<file path="config.mk">
export PLATFORM = sky130hd
export DESIGN_NAME = branch_predictor_ctrl_flat
export DESIGN_NICKNAME = d
export VERILOG_FILES = /design/src/rtl/branch_predictor_ctrl_if.sv /design/src/rtl/branch_predictor_ctrl.sv /design/src/flat_wrapper.sv
export SDC_FILE = /design/constraint.sdc
export NUM_CORES = 2
export LEC_CHECK = 0
export CAP_MARGIN = 20
export CORE_ASPECT_RATIO = 0.9
export CORE_MARGIN = 3
export CORE_UTILIZATION = 61
export CTS_CLUSTER_DIAMETER = 150
export DETAILED_ROUTE_END_ITERATION = 12
export PLACE_DENSITY = 0.79
export SYNTH_ARGS = -nofsm -noshare
export SYNTH_HDL_FRONTEND = slang
export SYNTH_SLANG_ARGS = --single-unit
export TNS_END_PERCENT = 50
</file>
<file path="constraint.sdc">
create_clock -name iCLK -period 8.7 [get_ports iCLK]
set_input_delay 0.87 -clock iCLK [delete_from_list [all_inputs] [get_ports iCLK]]
set_output_delay 0.87 -clock iCLK [all_outputs]
set_load 0.01 [all_outputs]
</file>
<file path="src/rtl/branch_predictor_ctrl_if.sv">
// rtl/branch_predictor_ctrl_if.sv - fetch lookup and execute resolution signals of the branch predictor
interface branch_predictor_ctrl_if;
    logic [31:0] iFetchPC;
    logic        oPredTaken;
    logic [31:0] oPredTarget;
    logic        iUpdValid;
    logic [31:0] iUpdPC;
    logic        iUpdTaken;
    logic [31:0] iUpdTarget;
    logic        iUpdPredTaken;
    logic [31:0] iUpdPredTarget;
    logic        oFlush;
    logic [31:0] oRedirectPC;
    logic        oReady;
    logic [31:0] oMispredCount;

    modport master (
        output iFetchPC, iUpdValid, iUpdPC, iUpdTaken, iUpdTarget, iUpdPredTaken, iUpdPredTarget,
        input  oPredTaken, oPredTarget, oFlush, oRedirectPC, oReady, oMispredCount
    );

    modport slave (
        input  iFetchPC, iUpdValid, iUpdPC, iUpdTaken, iUpdTarget, iUpdPredTaken, iUpdPredTarget,
        output oPredTaken, oPredTarget, oFlush, oRedirectPC, oReady, oMispredCount
    );
endinterface

</file>
<file path="src/rtl/branch_predictor_ctrl.sv">
// rtl/branch_predictor_ctrl.sv - direct-mapped BHT/BTB predictor with misprediction flush
module branch_predictor_ctrl #(
    parameter int INDEX_BITS = 6
) (
    input  logic              iCLK,
    input  logic              iRST,
    branch_predictor_ctrl_if.slave bus
);
    localparam int TAG_BITS = 32 - INDEX_BITS - 2;
    localparam int ENTRIES  = 1 << INDEX_BITS;

    typedef enum logic {S_INIT, S_RUN} state_t;

    state_t                state_q, state_d;
    logic [INDEX_BITS-1:0] init_idx_q;
    logic                  ready_q;
    logic                  flush_q;
    logic [31:0]           redirect_q;
    logic [31:0]           count_q;

    logic [1:0]            ctr_q    [ENTRIES];
    logic                  valid_q  [ENTRIES];
    logic [TAG_BITS-1:0]   tag_q    [ENTRIES];
    logic [31:0]           target_q [ENTRIES];

    logic [INDEX_BITS-1:0] f_idx, u_idx;
    logic [TAG_BITS-1:0]   f_tag, u_tag;
    logic                  upd_en, mispred, hit;
    logic [1:0]            ctr_next;

    assign f_idx = bus.iFetchPC[INDEX_BITS+1:2];
    assign f_tag = bus.iFetchPC[31:INDEX_BITS+2];
    assign u_idx = bus.iUpdPC[INDEX_BITS+1:2];
    assign u_tag = bus.iUpdPC[31:INDEX_BITS+2];

    assign upd_en  = (state_q == S_RUN) && bus.iUpdValid;
    assign mispred = (bus.iUpdTaken != bus.iUpdPredTaken) ||
                     (bus.iUpdTaken && bus.iUpdPredTaken && (bus.iUpdTarget != bus.iUpdPredTarget));

    // Lookup reads the pre-update table, so a same-cycle update is seen next cycle.
    assign hit = ready_q && ctr_q[f_idx][1] && valid_q[f_idx] && (tag_q[f_idx] == f_tag);

    assign bus.oPredTaken    = hit;
    assign bus.oPredTarget   = hit ? target_q[f_idx] : bus.iFetchPC + 32'd4;
    assign bus.oFlush        = flush_q;
    assign bus.oRedirectPC   = redirect_q;
    assign bus.oReady        = ready_q;
    assign bus.oMispredCount = count_q;

    always_comb begin
        state_d = state_q;
        case (state_q)
            S_INIT:  if (init_idx_q == '1) state_d = S_RUN;
            S_RUN:   state_d = S_RUN;
            default: state_d = S_INIT;
        endcase
    end

    always_comb begin
        ctr_next = ctr_q[u_idx];
        if (bus.iUpdTaken && (ctr_q[u_idx] != 2'b11))
            ctr_next = ctr_q[u_idx] + 2'b01;
        else if (!bus.iUpdTaken && (ctr_q[u_idx] != 2'b00))
            ctr_next = ctr_q[u_idx] - 2'b01;
    end

    always_ff @(posedge iCLK) begin
        if (!iRST) begin
            state_q    <= S_INIT;
            init_idx_q <= '0;
            ready_q    <= 1'b0;
            flush_q    <= 1'b0;
            redirect_q <= '0;
            count_q    <= '0;
        end else begin
            state_q <= state_d;
            ready_q <= (state_d == S_RUN);
            if (state_q == S_INIT)
                init_idx_q <= init_idx_q + 1'b1;
            flush_q <= upd_en && mispred;
            if (upd_en && mispred) begin
                redirect_q <= bus.iUpdTaken ? bus.iUpdTarget : bus.iUpdPC + 32'd4;
                count_q    <= count_q + 32'd1;
            end
        end
    end

    // Table contents are left alone while reset is held; INIT rewrites every entry afterwards.
    always_ff @(posedge iCLK) begin
        if (iRST) begin
            if (state_q == S_INIT) begin
                ctr_q[init_idx_q]    <= 2'b01;
                valid_q[init_idx_q]  <= 1'b0;
                tag_q[init_idx_q]    <= '0;
                target_q[init_idx_q] <= '0;
            end else if (upd_en) begin
                ctr_q[u_idx] <= ctr_next;
                if (bus.iUpdTaken) begin
                    valid_q[u_idx]  <= 1'b1;
                    tag_q[u_idx]    <= u_tag;
                    target_q[u_idx] <= bus.iUpdTarget;
                end
            end
        end
    end
endmodule

</file>
<file path="src/flat_wrapper.sv">
// flat-port wrapper written by rule: the top's interface ports become plain ports
module branch_predictor_ctrl_flat 
#(
    parameter int INDEX_BITS = 6
)
  (iCLK, iRST, bus_iFetchPC, bus_iUpdValid, bus_iUpdPC, bus_iUpdTaken, bus_iUpdTarget, bus_iUpdPredTaken, bus_iUpdPredTarget, bus_oPredTaken, bus_oPredTarget, bus_oFlush, bus_oRedirectPC, bus_oReady, bus_oMispredCount);
  branch_predictor_ctrl_if bus_i ();
  input  logic iCLK;
  input  logic iRST;
  input wire logic [$bits(bus_i.iFetchPC)-1:0] bus_iFetchPC;
  input wire logic [$bits(bus_i.iUpdValid)-1:0] bus_iUpdValid;
  input wire logic [$bits(bus_i.iUpdPC)-1:0] bus_iUpdPC;
  input wire logic [$bits(bus_i.iUpdTaken)-1:0] bus_iUpdTaken;
  input wire logic [$bits(bus_i.iUpdTarget)-1:0] bus_iUpdTarget;
  input wire logic [$bits(bus_i.iUpdPredTaken)-1:0] bus_iUpdPredTaken;
  input wire logic [$bits(bus_i.iUpdPredTarget)-1:0] bus_iUpdPredTarget;
  output wire logic [$bits(bus_i.oPredTaken)-1:0] bus_oPredTaken;
  output wire logic [$bits(bus_i.oPredTarget)-1:0] bus_oPredTarget;
  output wire logic [$bits(bus_i.oFlush)-1:0] bus_oFlush;
  output wire logic [$bits(bus_i.oRedirectPC)-1:0] bus_oRedirectPC;
  output wire logic [$bits(bus_i.oReady)-1:0] bus_oReady;
  output wire logic [$bits(bus_i.oMispredCount)-1:0] bus_oMispredCount;
  assign bus_i.iFetchPC = bus_iFetchPC;
  assign bus_i.iUpdValid = bus_iUpdValid;
  assign bus_i.iUpdPC = bus_iUpdPC;
  assign bus_i.iUpdTaken = bus_iUpdTaken;
  assign bus_i.iUpdTarget = bus_iUpdTarget;
  assign bus_i.iUpdPredTaken = bus_iUpdPredTaken;
  assign bus_i.iUpdPredTarget = bus_iUpdPredTarget;
  assign bus_oPredTaken = bus_i.oPredTaken;
  assign bus_oPredTarget = bus_i.oPredTarget;
  assign bus_oFlush = bus_i.oFlush;
  assign bus_oRedirectPC = bus_i.oRedirectPC;
  assign bus_oReady = bus_i.oReady;
  assign bus_oMispredCount = bus_i.oMispredCount;
  branch_predictor_ctrl #(.INDEX_BITS(INDEX_BITS)) u_core (.iCLK(iCLK), .iRST(iRST), .bus(bus_i));
endmodule
</file>
# After elaboration in Yosys (flattened, before gate mapping)
# Memory sizes are Yosys's and may differ from the RTL's.
# Cells that the tools add are included.
# word_totals
ff_bits	72
ram_bits	3776
inputBits	133
out_inout_bits	99
elab_cells	67
mem_count	4
# classes
addsub	6
eq_ne	5
mux	30
bitwise	1
reduce_logical	16
# mem_list
name	depth	word_bits	read_ports	rd_ports_with_merged_regs	wr	line	rtl
u_core.target_q	64	32	1	0	1	branch_predictor_ctrl.sv:24	logic [31:0] target_q [ENTRIES];
u_core.tag_q	64	24	1	0	1	branch_predictor_ctrl.sv:23	logic [TAG_BITS-1:0] tag_q [ENTRIES];
u_core.ctr_q	64	2	2	0	1	branch_predictor_ctrl.sv:21	logic [1:0] ctr_q [ENTRIES];
u_core.valid_q	64	1	1	0	1	branch_predictor_ctrl.sv:22	logic valid_q [ENTRIES];
# ops
operator	count
two-way mux 32 bit	3
adder 32 x 3 -> 32 bit (second input constant)	2
adder 32 x 1 -> 32 bit (second input constant)	1
inequality test 32 bit	1
OR reduction 32 bit	1
== test 24 bit	1
two-way mux 24 bit	1
two-way mux 6 bit	4
OR reduction 24 bit	1
two-way mux 1 bit	18
logical AND 1 bit	9
adder 6 x 1 -> 6 bit (second input constant)	1
== test 6 bit (second input constant)	1
two-way mux 2 bit	3
adder 2 x 1 -> 2 bit (second input constant)	1
inequality test 2 bit (second input constant)	1
case mux 1 bit (2 select lines)	1
nonzero test 2 bit	1
OR reduction 2 bit	1
subtractor 2 x 1 -> 2 bit (second input constant)	1
zero test 1 bit	1
logical OR 1 bit	1
inequality test 1 bit	1
inverter 1 bit	1
OR reduction 1 bit	1

# Longest topological paths before layout
# depth
ltp_word	7
ltp_mapped	17

# Worst setup path after synthesis
# No wires, ideal clock.
# synth_timing
path_type	input to register
start	input bus_iUpdPC[2]
end	memory u_core.ctr_q[0][1] (data pin)
setup_time_ps	722
arrival_ps	6060
required_ps	7978
setup_slack_ps	1918
path_stages	9
n_path_buf	1
path_cell_list	buf_1 mux4_2 mux4_2 mux4_2 inv_1 ha_1 nor2_1 a211oi_1 a211oi_1
# synth_between
elab_chain_cells	6
# synth_rtl
element	line	rtl
start: declaration	flat_wrapper.sv:12	input wire logic [$bits(bus_i.iUpdPC)-1:0] bus_iUpdPC;
memory (64 x 2 bit) (*)	-	
parallel branches: the longest is 3 deep, another holds subtractor 2 x 1 -> 2 bit	-	
two-way mux 2 bit (*)	branch_predictor_ctrl.sv:61	if (bus.iUpdTaken && (ctr_q[u_idx] != 2'b11))
two-way mux 2 bit (no source line) (*)	-	
end: declaration	branch_predictor_ctrl.sv:21	
# Every way passes the cells marked *.

# Worst setup path in the final report
# layout_timing
start	input bus_iFetchPC[2]
end	output bus_oPredTarget[22]
# layout_between
elab_chain_cells	5
# layout_rtl
element	line	rtl
start: declaration	flat_wrapper.sv:10	input wire logic [$bits(bus_i.iFetchPC)-1:0] bus_iFetchPC;
parallel branches: the longest is 4 deep, another holds memory (64 x 24 bit)	-	
two-way mux 32 bit (*)	branch_predictor_ctrl.sv:44	assign bus.oPredTarget = hit ? target_q[f_idx] : bus.iFetchPC + 32'd4;
end: declaration	flat_wrapper.sv:18	output wire logic [$bits(bus_i.oPredTarget)-1:0] bus_oPredTarget;
# Marks and branches as above.

==> qor.log <==
qor: status.outcome complete, no violations
qor: routing.met1_routed_wirelength_after_detailed_routing 152,000 microns
qor: worst_hold_path.min_path_type reg -> reg
qor: final_layout.multi_input_area 34,300 sq um
qor: sta.fin_crit_sh 97.0%
qor: clocking.max-clock-path-buffers 4
qor: die.floorplan.die_area 253,000 sq um
qor: clocking.tritoncts_num_sinks 3,848
qor: synthesis.fraction_of_synthesized_area_in_multiplexers 17.2%
qor: worst_hold_path.hold_start u_core.bus.oRedirectPC[26]
qor: synthesis.ys_types 73
qor: clocking.cts-buffers-inserted 374
qor: grt.grt_pass1_wl 678,000 microns
qor: sta.worst_hold_slack_after_final_layout 0.494 ns
qor: clocking.tritoncts built
qor: sta.finClkSkew 0.0580 ns
qor: clocking.clkLatencyLatePin 1.01 ns
qor: synthesis.async_reset_ff_share 0%
qor: place.dpl_worst_slack 0.825 ns
qor: clocking.cts-htree-levels 5
qor: sta.maxSlewViolCount 0
qor: critical_path.critical_path.top_delay_family simple AND/OR/NAND/NOR gates
qor: final_layout.net_count_reported_at_finish 7,485
qor: final_layout.final_layout_size_suffix_gt1_share 26.4%
qor: flow_run.cap_viol_max_count 0
qor: routing.drt.antenna.violating_nets 0
qor: synthesis.synthSimpleGateAreaFrac 2.60%
qor: synthesis.synth_top_area_cell edfxtp_1
qor: die.number_of_core_rows 172
qor: synthesis.post_synth_instance_area 150,000 sq um
qor: critical_path.crit_start bus_iFetchPC[2]
qor: synthesis.most_frequent_cell_after_synthesis edfxtp_1
qor: critical_path.critical_path_start_end_classification in -> out
qor: critical_path.critPathRequiredTime 7.83 ns
qor: grt.grt_start_max_net_pins 100
qor: synthesis.synth-edff-count 3,776
qor: grt.initial_antenna_violation_count 35
qor: critical_path.reg2reg_start u_core.state_q
qor: synthesis.main_combinational_cell_family_by_area_after_synthesis multiplexers
qor: synthesis.syn_inst 6,854
qor: critical_path.timing.critical_path.fanout_max 99
qor: routing.detailroute.via_count 85,300
qor: clocking.post_cts_resize_count 0
qor: synthesis.dominantRegCellSynth edfxtp_1
qor: die.chipWidth 529 microns
qor: routing.dr_wl_met2 223,000 microns
qor: power_and_ir_drop.p_leak 61.6 nW
qor: sta.tightestPinTransition 1.22 ns
qor: routing.wl 503,000 microns
qor: synthesis.synth_seq_area_share 76.3%
qor: die.initial_core_utilization 61.5%
qor: critical_path.worstPathCellList buf_16, buf_12, nor2b_1, a22oi_1, a21oi_1, a21oi_1, nor3_1, xnor2_1, nor4_1, nand4_4, mux2i_1, clkdlybuf4s50_1
qor: synthesis.post_synth_main_area_contributors edfxtp_1 (75%), mux4_2 (16%), mux2i_1 (1.1%), dfxtp_1 (0.96%), nor2_1 (0.67%)
qor: critical_path.critPathMostFrequentCell a21oi_1
qor: grt.groute.usage.overall 39.6%
qor: grt.vias_in_the_first_global_route 83,200
qor: clocking.worst_setup_hold_path_clk_slew 0.06 ns
qor: critical_path.cp_data_arrival_time 7.57 ns
qor: critical_path.endpoint_kind primary output
qor: routing.avgViaCountPerCell 7.84
qor: place.gp_congestion 0.974
qor: sta.timing.fmax 118 MHz
qor: sta.timing.final.setup_violations 0
qor: synthesis.fraction_of_the_mapped_netlist_area_in_adder_cells 0.0582%
qor: synthesis.synth_compound_area_share 1.72%
qor: place.post-dp-hpwl 252,000 microns
qor: die.die_extent_in_y 477 microns
qor: sta.timing.slew.headroom 17.9%
qor: final_layout.syn2layout_area_growth 13.4%
qor: sta.finalCriticalPeriod 8.44 ns
qor: power_and_ir_drop.peak_supply_drop 0.233 mV
qor: final_layout.sequential_cell_area 115,000 sq um
qor: routing.remaining_drc_errors 0
qor: synthesis.synth_seq_cells 3,848
qor: critical_path.cp_num_buf_inv 3
qor: routing.violation_count_after_the_first_detailed_route_iteration 17,900
qor: place.placedCellCount 10,100
qor: critical_path.crit_path_start_kind input pin
qor: power_and_ir_drop.total_design_power 37.9 mW
qor: final_layout.cell_count_final_fillers_out 10,900
qor: routing.drt_first_pass_iters 9
qor: sta.worst_setup_margin 0.258 ns
qor: clocking.holdBufCountCts 0
qor: synthesis.syn-mean-instance-area 22.0 sq um
qor: sta.rsz0062_at_grt no
qor: synthesis.yosys_warnings 0
qor: die.placeableCoreArea 245,000 sq um
qor: synthesis.synthXorXnorAreaFrac 0.768%
qor: place.placement.io_buffers 231
qor: synthesis.netlist.area_leader.share 75.4%
qor: grt.grt_overflow_total 0
qor: sta.final.setup.tns 0 ns
qor: sta.final_hold_viol_count 0
qor: clocking.root_buffer clkbuf_16
qor: power_and_ir_drop.pwr_cell_area 222 nW/um^2
qor: clocking.cts.repair_timing.setup_buffer_count 0
qor: routing.route.top_layer_used met5
qor: die.io_pins 232
qor: final_layout.filler_instances 13,300
qor: routing.routed_wire_length_per_instance 46.2 microns
qor: critical_path.critical-path-max-stage-delay 1.00 ns
qor: critical_path.timing.critical_path.slowest_stage_cell nor3_1
qor: synthesis.syn_nets 6,994
qor: routing.wl_met3 85,900 microns
qor: synthesis.commonest_cells_in_the_netlist edfxtp_1 (3,776), mux4_2 (1,046), nor2_1 (270)
sequential cells by signal, indices dropped and copies added (netlist names):
register / cells
u_core.ctr_q: 128
u_core.bus.oFlush: 1
u_core.state_q: 1
u_core.init_idx_q: 6
u_core.target_q: 2048
u_core.tag_q: 1536
u_core.valid_q: 64
u_core.bus.oRedirectPC: 32
u_core.bus.oMispredCount: 32
report_power, final:
part	switching (mW)	internal, mW	total [mW]
clock network	7.07	9.27	16.3
registers	0.0211	20.1	20.1
logic	0.928	0.518	1.45
total	8.02	29.9	37.9
placed cells by master, fill, tap and decap left out, drive strengths merged, types with 6 or more instances in the layout:
| cell | instances |
|---|---|
| a211oi | 32 |
| or3 | 12 |
| nand3b | 11 |
| o221ai | 12 |
| and3 | 83 |
| a31oi | 10 |
| xnor2 | 44 |
| a311oi | 12 |
| buf | 256 |
| o32ai | 6 |
| nand3 | 85 |
| mux2 | 42 |
| o22ai | 60 |
| clkbuf | 455 |
| a22oi | 41 |
| clkinv | 143 |
| nor4 | 23 |
| and2 | 9 |
| o21ai | 106 |
| mux4 | 1053 |
| a221oi | 13 |
| xor2 | 88 |
| nor2b | 17 |
| inv | 26 |
| edfxtp | 3776 |
| nand2b | 21 |
| diode | 32 |
| a21oi | 52 |
| dfxtp | 72 |
| o211ai | 7 |
| nand2 | 235 |
| nor2 | 270 |
| clkdlybuf4s50 | 222 |
| bufinv | 42 |
| mux2i | 160 |
| ha | 7 |
| clkinvlp | 17 |
| or2 | 9 |
| nand4 | 28 |
| nor3 | 17 |
cells by family after synthesis:
| family | Yosys count |
|---|---|
| buffers and inverters | 384 |
| multiplexers | 1255 |
| XOR/XNOR | 132 |
| adder cells (fa/ha/maj) | 7 |
| flip-flops | 3848 |
| AND/OR/NAND/NOR | 836 |
| AO/OA/AOI/OAI | 392 |
worst register-to-register path: cells and delay by family, from the launching register on:
kind	cells	cell delay, ns
buffers and inverters	3	1.62
and+or+nand+nor	7	2.79
DFF	1	0.33
worst paths after layout:
path | endpoint | slack, ns | cells after the start
worst max-delay path | bus_oPredTarget[22] | 0.26 | 12
worst min-delay path | u_core.bus.oRedirectPC[26] | 0.49 | 2
worst max register to register | u_core.target_q[23][17] | 3.54 | 10
worst min register to register | u_core.bus.oRedirectPC[26] | 0.49 | 2
stage by stage:
step | area [sq um] | utilization, %
after detailed placement | 158000 | 64.5
final | 171000 | 69.7
after global routing | 171000 | 69.7
after CTS | 170000 | 69.3
after global placement | 158000 | 64.4
after floorplan | 150000 | -
cell type report:
class	count	area share, %
Multi-Input combinational cell	2622	20.1
Timing Repair Buffer	479	3.18
Inverter	20	0.0513
Tap cell	3219	2.36
Sequential cell	3848	67.3
Clock inverter	208	1.22
Clock buffer	454	5.76
Antenna cell	32	0.0469
routing by layer:
layer,vias up,GRT usage [%]
met1,43000,50.8
met2,10200,57.0
li1,29800,-
met5,-,0
met4,16,25.9
met3,2306,15.3
No activity file was read; power rests on OpenSTA's default activity.
